<file path="src/rtl/armleocpu_wb_arbiter_pkg.sv">
// Shared constants and helpers for the writeback arbiter slice:
// register-file geometry, the x0 index and the starve counter width.
package armleocpu_wb_arbiter_pkg;

    localparam int unsigned ARMLEOCPU_REG_ADDR_W = 5;
    localparam int unsigned ARMLEOCPU_XLEN       = 32;
    localparam int unsigned ARMLEOCPU_REG_COUNT  = 32;
    localparam logic [ARMLEOCPU_REG_ADDR_W-1:0] ARMLEOCPU_X0 = '0;

    // Wide enough for the largest supported STARVE_LIMIT (15).
    localparam int unsigned ARMLEOCPU_STARVE_CNT_W = 4;

    typedef logic [ARMLEOCPU_REG_ADDR_W-1:0] armleocpu_reg_addr_t;
    typedef logic [ARMLEOCPU_XLEN-1:0]       armleocpu_xlen_t;

    // x0 is hardwired to zero: writes to it are discarded, it is never busy.
    function automatic logic armleocpu_is_x0(input armleocpu_reg_addr_t addr);
        return addr == ARMLEOCPU_X0;
    endfunction

endpackage

</file>
<file path="src/rtl/armleocpu_wb_arbiter_rr_sel.sv">
// Two-requester writeback selector with anti-starvation.
// A wins by default; once B has lost STARVE_LIMIT consecutive cycles it wins
// exactly one cycle. Grants are combinational and forced low during reset.
module armleocpu_wb_rr_sel
    import armleocpu_wb_arbiter_pkg::*;
#(
    parameter int unsigned STARVE_LIMIT = 4
) (
    input  logic clk,
    input  logic rst,
    input  logic a_valid,
    input  logic b_valid,
    output logic a_grant,
    output logic b_grant
);

    localparam logic [ARMLEOCPU_STARVE_CNT_W-1:0] LIMIT_C =
        ARMLEOCPU_STARVE_CNT_W'(STARVE_LIMIT);

    logic [ARMLEOCPU_STARVE_CNT_W-1:0] starve_cnt_q;
    logic [ARMLEOCPU_STARVE_CNT_W-1:0] starve_cnt_d;
    logic                              b_priority;

    // Grant decision and next starve count
    always_comb begin
        b_priority = (starve_cnt_q == LIMIT_C);
        b_grant    = !rst && b_valid && (!a_valid || b_priority);
        a_grant    = !rst && a_valid && !(b_valid && b_priority);

        // Only consecutive losses count; a win or an idle B restarts the count.
        if (b_valid && !b_grant)
            starve_cnt_d = starve_cnt_q + 1'b1;
        else
            starve_cnt_d = '0;
    end

    // Starve counter register
    always_ff @(posedge clk) begin
        if (rst)
            starve_cnt_q <= '0;
        else
            starve_cnt_q <= starve_cnt_d;
    end

endmodule

</file>
<file path="src/rtl/armleocpu_wb_arbiter.sv">
// Register-file writeback arbiter with destination scoreboard.
// Two writeback requesters share one register-file write port through a
// one-cycle write stage; a pending bitmap tracks destinations reserved at
// issue so operand reads can detect RAW hazards.
// Optional build macro ARMLEOCPU_WB_BYPASS_EN forwards the value being written
// this cycle to matching operand queries and hides their busy flag.
module armleocpu_wb_arbiter
    import armleocpu_wb_arbiter_pkg::*;
#(
    parameter int unsigned STARVE_LIMIT = 4
) (
    input  logic                            clk,
    input  logic                            rst,

    input  logic                            a_valid,
    output logic                            a_ready,
    input  logic [ARMLEOCPU_REG_ADDR_W-1:0] a_addr,
    input  logic [ARMLEOCPU_XLEN-1:0]       a_wdata,

    input  logic                            b_valid,
    output logic                            b_ready,
    input  logic [ARMLEOCPU_REG_ADDR_W-1:0] b_addr,
    input  logic [ARMLEOCPU_XLEN-1:0]       b_wdata,

    output logic [ARMLEOCPU_REG_ADDR_W-1:0] rd_addr,
    output logic [ARMLEOCPU_XLEN-1:0]       rd_wdata,
    output logic                            rd_write,

    input  logic                            issue_valid,
    output logic                            issue_ready,
    input  logic [ARMLEOCPU_REG_ADDR_W-1:0] issue_rd,

    input  logic [ARMLEOCPU_REG_ADDR_W-1:0] rs1_addr,
    input  logic [ARMLEOCPU_REG_ADDR_W-1:0] rs2_addr,
    output logic                            rs1_busy,
    output logic                            rs2_busy,

    output logic                            rs1_fwd,
    output logic [ARMLEOCPU_XLEN-1:0]       rs1_fwd_data,
    output logic                            rs2_fwd,
    output logic [ARMLEOCPU_XLEN-1:0]       rs2_fwd_data
);

    logic a_grant;
    logic b_grant;

    logic                            wr_vld_q,  wr_vld_d;
    logic [ARMLEOCPU_REG_ADDR_W-1:0] wr_addr_q, wr_addr_d;
    logic [ARMLEOCPU_XLEN-1:0]       wr_data_q, wr_data_d;

    logic [ARMLEOCPU_REG_COUNT-1:0]  pending_q, pending_d;
    logic                            issue_fire;

    armleocpu_wb_rr_sel #(
        .STARVE_LIMIT (STARVE_LIMIT)
    ) u_rr_sel (
        .clk     (clk),
        .rst     (rst),
        .a_valid (a_valid),
        .b_valid (b_valid),
        .a_grant (a_grant),
        .b_grant (b_grant)
    );

    // The write stage drains every cycle, so ready is purely the arbitration result.
    assign a_ready = a_grant;
    assign b_ready = b_grant;

    // Capture the granted request into the write stage; x0 writes keep data but never write
    always_comb begin
        wr_vld_d  = 1'b0;
        wr_addr_d = wr_addr_q;
        wr_data_d = wr_data_q;
        if (a_grant) begin
            wr_vld_d  = !armleocpu_is_x0(a_addr);
            wr_addr_d = a_addr;
            wr_data_d = a_wdata;
        end else if (b_grant) begin
            wr_vld_d  = !armleocpu_is_x0(b_addr);
            wr_addr_d = b_addr;
            wr_data_d = b_wdata;
        end
    end

    // Register-file port; a write already in the stage is dropped while reset is high
    always_comb begin
        rd_write = wr_vld_q && !rst;
        rd_addr  = rst ? '0 : wr_addr_q;
        rd_wdata = rst ? '0 : wr_data_q;
    end

    // Scoreboard next state: retire on write, reserve on issue (reserve wins on collision)
    always_comb begin
        issue_ready = !rst && (!pending_q[issue_rd] || armleocpu_is_x0(issue_rd));
        issue_fire  = issue_valid && issue_ready && !armleocpu_is_x0(issue_rd);

        pending_d = pending_q;
        if (rd_write)
            pending_d[rd_addr] = 1'b0;
        if (issue_fire)
            pending_d[issue_rd] = 1'b1;
        pending_d[ARMLEOCPU_X0] = 1'b0;
    end

`ifdef ARMLEOCPU_WB_BYPASS_EN
    // Operand query with bypass from the value being written this cycle
    always_comb begin
        rs1_fwd      = rd_write && (rd_addr == rs1_addr);
        rs2_fwd      = rd_write && (rd_addr == rs2_addr);
        rs1_fwd_data = rs1_fwd ? rd_wdata : '0;
        rs2_fwd_data = rs2_fwd ? rd_wdata : '0;
        rs1_busy     = pending_q[rs1_addr] && !rs1_fwd;
        rs2_busy     = pending_q[rs2_addr] && !rs2_fwd;
    end
`else
    // Operand query straight from the scoreboard; no forwarding path
    always_comb begin
        rs1_fwd      = 1'b0;
        rs2_fwd      = 1'b0;
        rs1_fwd_data = '0;
        rs2_fwd_data = '0;
        rs1_busy     = pending_q[rs1_addr];
        rs2_busy     = pending_q[rs2_addr];
    end
`endif

    // Write stage and scoreboard registers
    always_ff @(posedge clk) begin
        if (rst) begin
            wr_vld_q  <= 1'b0;
            wr_addr_q <= '0;
            wr_data_q <= '0;
            pending_q <= '0;
        end else begin
            wr_vld_q  <= wr_vld_d;
            wr_addr_q <= wr_addr_d;
            wr_data_q <= wr_data_d;
            pending_q <= pending_d;
        end
    end

endmodule

</file>
<file path="config.mk">
export PLATFORM = sky130hd
export DESIGN_NAME = armleocpu_wb_arbiter
export DESIGN_NICKNAME = d
export VERILOG_FILES = /design/src/rtl/armleocpu_wb_arbiter_pkg.sv /design/src/rtl/armleocpu_wb_arbiter_rr_sel.sv /design/src/rtl/armleocpu_wb_arbiter.sv
export SDC_FILE = /design/constraint.sdc
export NUM_CORES = 1
export LEC_CHECK = 0
export ABC_CLOCK_PERIOD_IN_PS = 2100
export BUFFER_PORTS_ARGS = -buffer_cell sky130_fd_sc_hd__buf_2
export CORE_MARGIN = 10
export CORE_UTILIZATION = 49
export CTS_CLUSTER_SIZE = 28
export DETAILED_ROUTE_END_ITERATION = 10
export PLACE_DENSITY = 0.88
export SYNTH_ARGS = -nofsm -noshare
export SYNTH_HDL_FRONTEND = slang
export SYNTH_SLANG_ARGS = --single-unit
</file>
<file path="constraint.sdc">
create_clock -name clk -period 2.1 [get_ports clk]
set_clock_uncertainty 0.15 [all_clocks]
set_input_delay 0 -clock clk [delete_from_list [all_inputs] [get_ports clk]]
set_output_delay 0 -clock clk [all_outputs]
set_load 0.05 [all_outputs]
</file>
==> summary.txt, run 1 <==
STA
  • Minimum setup slack in the final design: 0.0264 ns
  • Worst Max-Slew Pin Slew: 0.644 ns
  • Final Hold Violating Endpoints: 0
  • Final Max Tran Viols: 0
  • Final critical delay including setup and external delays: 2.07 ns
  • Peak Freq: 482 MHz
  • Final setup violation count: 0
  • RSZ-0062 raised after global routing: yes
  • Portion of the clock cycle consumed by the worst path in the final layout: 98.7%
  • Slew Limit Headroom: 57.0%

Critical path
  • Kind of cell with the highest combined delay on the critical path: multiplexers
  • Critical-path cell list: mux4_2, nor2_2, o21ai_2, a211oi_2, buf_6
  • Startpoint of the worst register-to-register path: u_rr_sel.starve_cnt_q[0]
  • Worst path buffer plus inverter count: 1
  • Category of the worst setup path launch point: flip-flop
  • Largest stage delay on the critical path: 0.50 ns
  • Startpoint-to-endpoint class of the critical path: flip-flop to output port
  • Critical Path AT: 1.92 ns
  • Critical path peak fanout: 4
  • Reg2reg setup slack: 0.06 ns
  • R2r endpoint: wr_addr_q[2]
  • R2R cell count: 8
  • Crit. End Element: output port
  • Number of cells on the critical path: 5
  • Required arrival time at the worst endpoint: 1.95 ns
  • Library cell contributing the largest single delay on the critical path: sky130_fd_sc_hd__mux4_2

Finish
  • Synth-to-layout area growth: 35.1%
  • Nets: 832
  • Fillers: 669
  • Non-filler instance count after layout: 872
  • Proportion of layout cells with a drive suffix above 1: 27.8%
  • Final core utilization: 68.7%

Hold path
  • Hold Startpoint: issue_rd[2]
  • Sink of the worst hold path: pending_q[2]
  • Tightest Hold Check Type: input pin to flip-flop
  • Hold Path Cell Cnt: 4

Detailed routing
  • Routed wire length: 18.6 mm
  • Average wire per cell in the routed design: 21.4 µm
  • Met2 layer wire length in the routed design: 8.83 mm
  • Wire length on met3: 2.38 mm
  • Remaining DRCs: 0
  • Vias after detailed routing: 4978
  • First drt pass iteration count: 5
  • Count of nets left with antenna violations after detail routing: 0
  • DRT met1 WL: 6.78 mm
  • Average via count per standard cell: 5.71
  • Detailed router's first-iteration violation count: 447
  • Top routing layer used: met4

Synth
  • Gate count after technology mapping: 532
  • Portion of synthesized cell area occupied by the leading cell type: 30.8%
  • Area contributors post-synth: sky130_fd_sc_hd__dfxtp_1 (31%), sky130_fd_sc_hd__buf_4 (11%), sky130_fd_sc_hd__mux4_2 (8.6%), sky130_fd_sc_hd__mux2i_1 (5.9%), sky130_fd_sc_hd__nor2b_1 (5.5%)
  • Area of the mapped netlist: 0.00474 mm²
  • Cell with the most instances after synthesis: sky130_fd_sc_hd__dfxtp_1
  • Netlist cell types: 53
  • Seq/Total Area, Yosys: 30.8%
  • Leading cell types by count after synthesis: sky130_fd_sc_hd__dfxtp_1 (73), sky130_fd_sc_hd__buf_4 (67), sky130_fd_sc_hd__nor2b_1 (42), sky130_fd_sc_hd__nand2_1 (41), sky130_fd_sc_hd__nand3_1 (36)
  • Most used DFF post-synth: sky130_fd_sc_hd__dfxtp_1
  • YS warnings: 0
  • Syn Area/Cell: 8.91 µm²
  • Synth area leader: sky130_fd_sc_hd__dfxtp_1
  • Fraction of registers with async set or reset after synthesis: 0%
  • Number of synthesized flops with an enable pin: 0
  • Flop and latch count out of synthesis: 73

Clocking
  • Clock-pin slew on the worst setup and hold paths: 0.08 ns
  • Clock Sinks: 73
  • Number of buffers on the longest clock path: 2
  • Clock latency on the worst-skew pair: 0.35 ns
  • Number of buffers added by the clock tree synthesis step: 9
  • Buffer cell driving the clock tree root: sky130_fd_sc_hd__clkbuf_8
  • TritonCTS clock tree: built
  • Total number of H-tree levels: 3

Job
  • Number of max-cap violations: 0

Floorplan
  • Core Region: 0.00933 mm²
  • Die height: 118 µm
  • Total Die Area: 0.0140 mm²
  • IO Count: 203
  • Initial cell density of the core: 50.8%
  • Die boundary width: 118 µm
  • # rows: 35

Power
  • Clock group share of total power: 33.1%
  • Leakage power of the design: 2.67 nW
  • Sw frac: 34.1%
  • Power density normalized to cell area: 618 mW/mm²
  • Internal power component: 0.00261 W
  • Worst vdd ir: 378 µV
  • Proportion of power drawn by combinational gates: 29.0%
  • Relative contribution of sequential cells to total power: 37.9%
  • NetSw: 0.00135 W

Global routing
  • Number of global-route vias before repair: 5195
  • Number of antenna violations at the first check in global routing: 3
  • Overall overflow remaining after global route: 0
  • Largest net degree at the start of global routing: 49
  • Wire length of the first global-routing pass: 28.1 mm
  • Gr usage total: 24.1%

Placement
  • Quantity of I/O buffers inserted on ports: 136
  • Total placed cells including tap cells: 768
  • DPL Wire Length: 11.4 mm
  • Minimum setup slack after placement: 0.197 ns
  • Placer's final routability congestion estimate: 0.993

Outcome
  • Result of the run: complete, no violations
[tightest hold or removal path, stage by stage]
cell and delay [ns]:
sky130_fd_sc_hd__buf_2 0.19, sky130_fd_sc_hd__nor2_1 0.12, sky130_fd_sc_hd__nand3_1 0.17, sky130_fd_sc_hd__o21ai_1 0.07
[state kept, by name, summed over array words and instances, names as in the netlist]
| register | flops |
|---|---|
| u_rr_sel.starve_cnt_q | 4 |
| wr_addr_q | 5 |
| wr_data_q | 32 |
| wr_vld_q | 1 |
| pending_q | 31 |
[placed cells by master (no fill, tap or decap), types with 3 or more instances in the layout]
cell type,instances
sky130_fd_sc_hd__o21ai_0,3
sky130_fd_sc_hd__mux2i_1,28
sky130_fd_sc_hd__conb_1,66
sky130_fd_sc_hd__buf_2,132
sky130_fd_sc_hd__nor2_1,23
sky130_fd_sc_hd__inv_1,6
sky130_fd_sc_hd__o31ai_1,14
sky130_fd_sc_hd__bufinv_16,3
sky130_fd_sc_hd__a221o_1,18
sky130_fd_sc_hd__buf_4,14
sky130_fd_sc_hd__clkbuf_8,9
sky130_fd_sc_hd__nor3_1,3
sky130_fd_sc_hd__nand4b_1,3
sky130_fd_sc_hd__mux4_2,18
sky130_fd_sc_hd__nor3b_1,23
sky130_fd_sc_hd__nand3_1,36
sky130_fd_sc_hd__nand4_1,4
sky130_fd_sc_hd__mux2_2,4
sky130_fd_sc_hd__a211oi_1,12
sky130_fd_sc_hd__dfxtp_2,5
sky130_fd_sc_hd__nand3b_1,8
sky130_fd_sc_hd__a21oi_1,4
sky130_fd_sc_hd__nor2b_1,41
sky130_fd_sc_hd__dlygate4sd3_1,82
sky130_fd_sc_hd__nand2_1,40
sky130_fd_sc_hd__nand2b_1,3
sky130_fd_sc_hd__dfxtp_1,68
sky130_fd_sc_hd__diode_2,3
sky130_fd_sc_hd__o21ai_1,24
[kinds of logic after synthesis]
| family | share of synthesized area (%) |
|---|---|
| other cells | 0.0791 |
| simple gates | 23.5 |
| xor+xnor | 0.370 |
| fa+ha+maj | 0.528 |
| mux | 15.4 |
| buf+inv | 15.0 |
| flops | 30.8 |
| compound gates | 14.3 |
[cell type report]
type,count,area (µm²),share of cell area (%)
multi-input cells,411,2840,44.3
diodes,3,7.51,0.117
inverters,9,36.3,0.567
clock inverters,5,105,1.64
clock buffers,10,128,1.99
flip-flops and latches,73,1470,22.9
well taps,129,161,2.52
repair buffers,232,1660,26.0
[layer usage]
metal,GRT usage [%],up-vias
met5,0,-
li1,-,2204
met3,8.81,61
met2,39.3,394
met1,27.5,2319
met4,11.5,0
[how the worst max path moves through the flow]
stage	start	end	slack, ns
floorplan	u_rr_sel.starve_cnt_q[0]	wr_addr_q[4]	0.06
global placement	issue_rd[0]	issue_ready	0.29
detailed placement	u_rr_sel.starve_cnt_q[0]	wr_data_q[29]	0.20
CTS	pending_q[30]	rs1_busy	0.01
global route	pending_q[27]	issue_ready	-0.02
finish	pending_q[7]	issue_ready	0.03
[power by group through the flow]
stage | logic (W) | registers, W | clock network, W
2_1_floorplan | 0.000841 | 0.00150 | 0
3_3_place_gp | 0.000928 | 0.00152 | 0
3_5_place_dp | 0.000950 | 0.00152 | 0
4_1_cts | 0.00107 | 0.00149 | 0.00131
5_1_grt | 0.00120 | 0.00151 | 0.00137
6_report | 0.00115 | 0.00150 | 0.00131
[stage by stage]
| stage | area (µm²) | TNS (ns) | hold slack, ns | total power, W |
|---|---|---|---|---|
| CTS | 6330 | 0 | 0.0594 | 0.00387 |
| global placement | 5270 | 0 | 0.0484 | 0.00245 |
| floorplan | 4990 | 0 | -0.0354 | 0.00235 |
| detailed placement | 5270 | 0 | 0.0617 | 0.00247 |
| global route | 6400 | -0.0201 | 0.0966 | 0.00407 |
| finish | 6400 | 0 | 0.0922 | 0.00396 |
[what timing repair did]
item | 4_1_cts | 5_1_grt
gates resized for setup | 1 | 15
pin swaps | 0 | 1
hold buffers | 82 | 0
endpoints found under the setup margin | 1 | 18
gates cloned | 0 | 1
buffers inserted | 0 | 3
hold endpoints to repair | 53 | 0
(Power assumes the default switching activity.)
==> run 2: changes to the inputs <==
Settings changed: SETUP_SLACK_MARGIN set to 0.1.
==> run 2 against run 1 <==
  * Utilization up 1.0 points
  * Combinational power is essentially flat
  * Sequential share of layout area down 0.30 points
  * Setup slack improved by 0.070 ns
  * Via count grew 1.9%
  * Sequential cell count did not move
  * Final cell count up 0.46%
  * Worst hold slack got worse by 0.063 ns
  * Non-clock buffer count up 1
  * Register-to-register slack gained 0.09 ns
  * Maximum frequency rose by 3.5%
  * First-iteration DRC count increased by 3.1%
  * Critical path type unchanged
  * Largest power group unchanged
==> summary.txt, run 2 (same netlist as run 1, synthesis figures left out) <==
Outcome
  • Result of the run: complete, no violations

Detailed routing
  • Met2 layer wire length in the routed design: 8.45 mm
  • Remaining DRCs: 0
  • Vias after detailed routing: 5074
  • Count of nets left with antenna violations after detail routing: 0
  • Average wire per cell in the routed design: 21.1 µm
  • DRT met1 WL: 6.35 mm
  • Routed wire length: 18.4 mm
  • Wire length on met3: 2.72 mm
  • Detailed router's first-iteration violation count: 461
  • Top routing layer used: met4
  • Average via count per standard cell: 5.79
  • First drt pass iteration count: 5

Power
  • Leakage power of the design: 2.71 nW
  • Relative contribution of sequential cells to total power: 39.2%
  • Clock group share of total power: 30.2%
  • Power density normalized to cell area: 589 mW/mm²
  • Worst vdd ir: 356 µV
  • Sw frac: 36.6%
  • Internal power component: 0.00243 W
  • Proportion of power drawn by combinational gates: 30.6%
  • NetSw: 0.00140 W

STA
  • RSZ-0062 raised after global routing: yes
  • Final critical delay including setup and external delays: 2.00 ns
  • Peak Freq: 499 MHz
  • Final Max Tran Viols: 0
  • Setup tns final: 0 ns
  • Minimum setup slack in the final design: 0.0964 ns
  • Final setup violation count: 0
  • Final Hold Violating Endpoints: 0
  • Portion of the clock cycle consumed by the worst path in the final layout: 95.4%
  • Worst Max-Slew Pin Slew: 0.568 ns
  • Slew Limit Headroom: 62.0%

Finish
  • Final instance area: 0.00650 mm²
  • Final core utilization: 69.7%
  • Nets: 833
  • Total area of multi-input combinational cells: 0.00289 mm²
  • Leading cell type in the layout, fill and taps excluded: sky130_fd_sc_hd__buf_2
  • Max FFs per register: 32
  • Fillers: 641
  • Synth-to-layout area growth: 37.1%
  • Register Area: 0.00147 mm²
  • Largest reg by FF count: wr_data_q
  • Biggest registers after layout: wr_data_q (32), pending_q (31), wr_addr_q (5)
  • Commonest cells after routing, fill and taps aside: sky130_fd_sc_hd__buf_2 (130), sky130_fd_sc_hd__dlygate4sd3_1 (79), sky130_fd_sc_hd__conb_1 (66), sky130_fd_sc_hd__dfxtp_1 (66)
  • Non-filler instance count after layout: 876
  • Proportion of layout cells with a drive suffix above 1: 29.2%

Floorplan
  • Core Region: 0.00933 mm²
  • Total Die Area: 0.0140 mm²
  • Initial cell density of the core: 50.8%
  • Die height: 118 µm
  • Die boundary width: 118 µm
  • IO Count: 203
  • # rows: 35

Critical path
  • Critical Path End: rs1_busy
  • Category of the worst setup path launch point: flip-flop
  • Crit. Startpoint: pending_q[7]
  • Crit. End Element: output port
  • Reg2reg setup slack: 0.15 ns
  • R2r endpoint: wr_data_q[3]
  • R2R cell count: 8
  • Critical path peak fanout: 4
  • Startpoint of the worst register-to-register path: u_rr_sel.starve_cnt_q[0]
  • Required arrival time at the worst endpoint: 1.95 ns
  • Startpoint-to-endpoint class of the critical path: flip-flop to output port
  • Critical Path AT: 1.85 ns

Clocking
  • Number of buffers added by the clock tree synthesis step: 9
  • Buffer cell driving the clock tree root: sky130_fd_sc_hd__clkbuf_8
  • Clock-pin slew on the worst setup and hold paths: 0.08 ns
  • Clock latency on the worst-skew pair: 0.35 ns
  • Clock Sinks: 73
  • Total number of H-tree levels: 3
  • Number of buffers on the longest clock path: 2
  • TritonCTS clock tree: built

Placement
  • Area of placed instances: 0.00529 mm²
  • Quantity of I/O buffers inserted on ports: 136
  • Placer's final routability congestion estimate: 0.983
  • Minimum setup slack after placement: 0.142 ns
  • DPL Wire Length: 11.2 mm
  • Total placed cells including tap cells: 769

Global routing
  • Gr usage total: 24.2%
  • Largest net degree at the start of global routing: 52
  • Number of antenna violations at the first check in global routing: 5
  • Overall overflow remaining after global route: 0
  • Wire length of the first global-routing pass: 28.0 mm
  • Number of global-route vias before repair: 5295

Job
  • Number of max-cap violations: 0

Hold path
  • Tightest Hold Check Type: input pin to flip-flop
==> run 2: worst max-delay path, stage by stage (launching register included) <==
cell and delay (ns):
sky130_fd_sc_hd__dfxtp_2 0.34, sky130_fd_sc_hd__mux4_2 0.50, sky130_fd_sc_hd__mux2i_2 0.20, sky130_fd_sc_hd__nor3b_2 0.09, sky130_fd_sc_hd__a31oi_4 0.14, sky130_fd_sc_hd__o21ai_2 0.08, sky130_fd_sc_hd__buf_6 0.15
==> run 2: stage by stage <==
step                power, W  hold WS, ns
detailed placement   0.00248       0.0541
CTS                  0.00374      0.00563
global route         0.00395       0.0517
finish               0.00383       0.0288
floorplan            0.00235      -0.0354
global placement     0.00246       0.0505
==> run 2: cell type report <==
class / count / share of cell area [%]
Inverter: 9 / 0.520
Sequential cell: 73 / 22.6
Tap cell: 129 / 2.48
Clock buffer: 11 / 2.17
Multi-Input combinational cell: 411 / 44.4
Antenna cell: 5 / 0.192
Timing Repair Buffer: 233 / 26.6
Clock inverter: 5 / 0.982
==> run 2: repair_timing <==
item	CTS	global route
setup endpoints to repair	5	32
pin swaps	4	6
setup buffers	0	4
gates resized for setup	15	13
hold endpoints to repair	50	0
hold buffers	80	0
gates cloned	1	2
==> run 2: worst min-delay path by stage <==
| stage | start | to | slack [ns] | depth (start not counted) |
|---|---|---|---|---|
| after CTS | issue_rd[3] | pending_q[24] | 0.006 | 3 |
| after detailed placement | a_wdata[22] | wr_data_q[22] | 0.05 | 3 |
| after global placement | a_wdata[22] | wr_data_q[22] | 0.05 | 3 |
| final | issue_rd[3] | pending_q[25] | 0.03 | 3 |
| after floorplan | a_addr[2] | wr_addr_q[2] | -0.04 | 2 |
| after global routing | issue_rd[3] | pending_q[24] | 0.05 | 3 |
==> run 2: per-layer routing <==
metal | vias up | global-route usage, %
li1 | 2216 | -
met1 | 2334 | 26.0
met2 | 442 | 38.0
met3 | 82 | 12.0
met4 | 0 | 13.6
met5 | - | 0
==> run 2: power by group through the flow <==
stage	logic (W)	clock network, W	registers [W]
final	0.00117	0.00116	0.00150
after global routing	0.00122	0.00122	0.00151
after CTS	0.00109	0.00115	0.00150
after detailed placement	0.000952	0	0.00153
after global placement	0.000934	0	0.00152
after floorplan	0.000841	0	0.00150
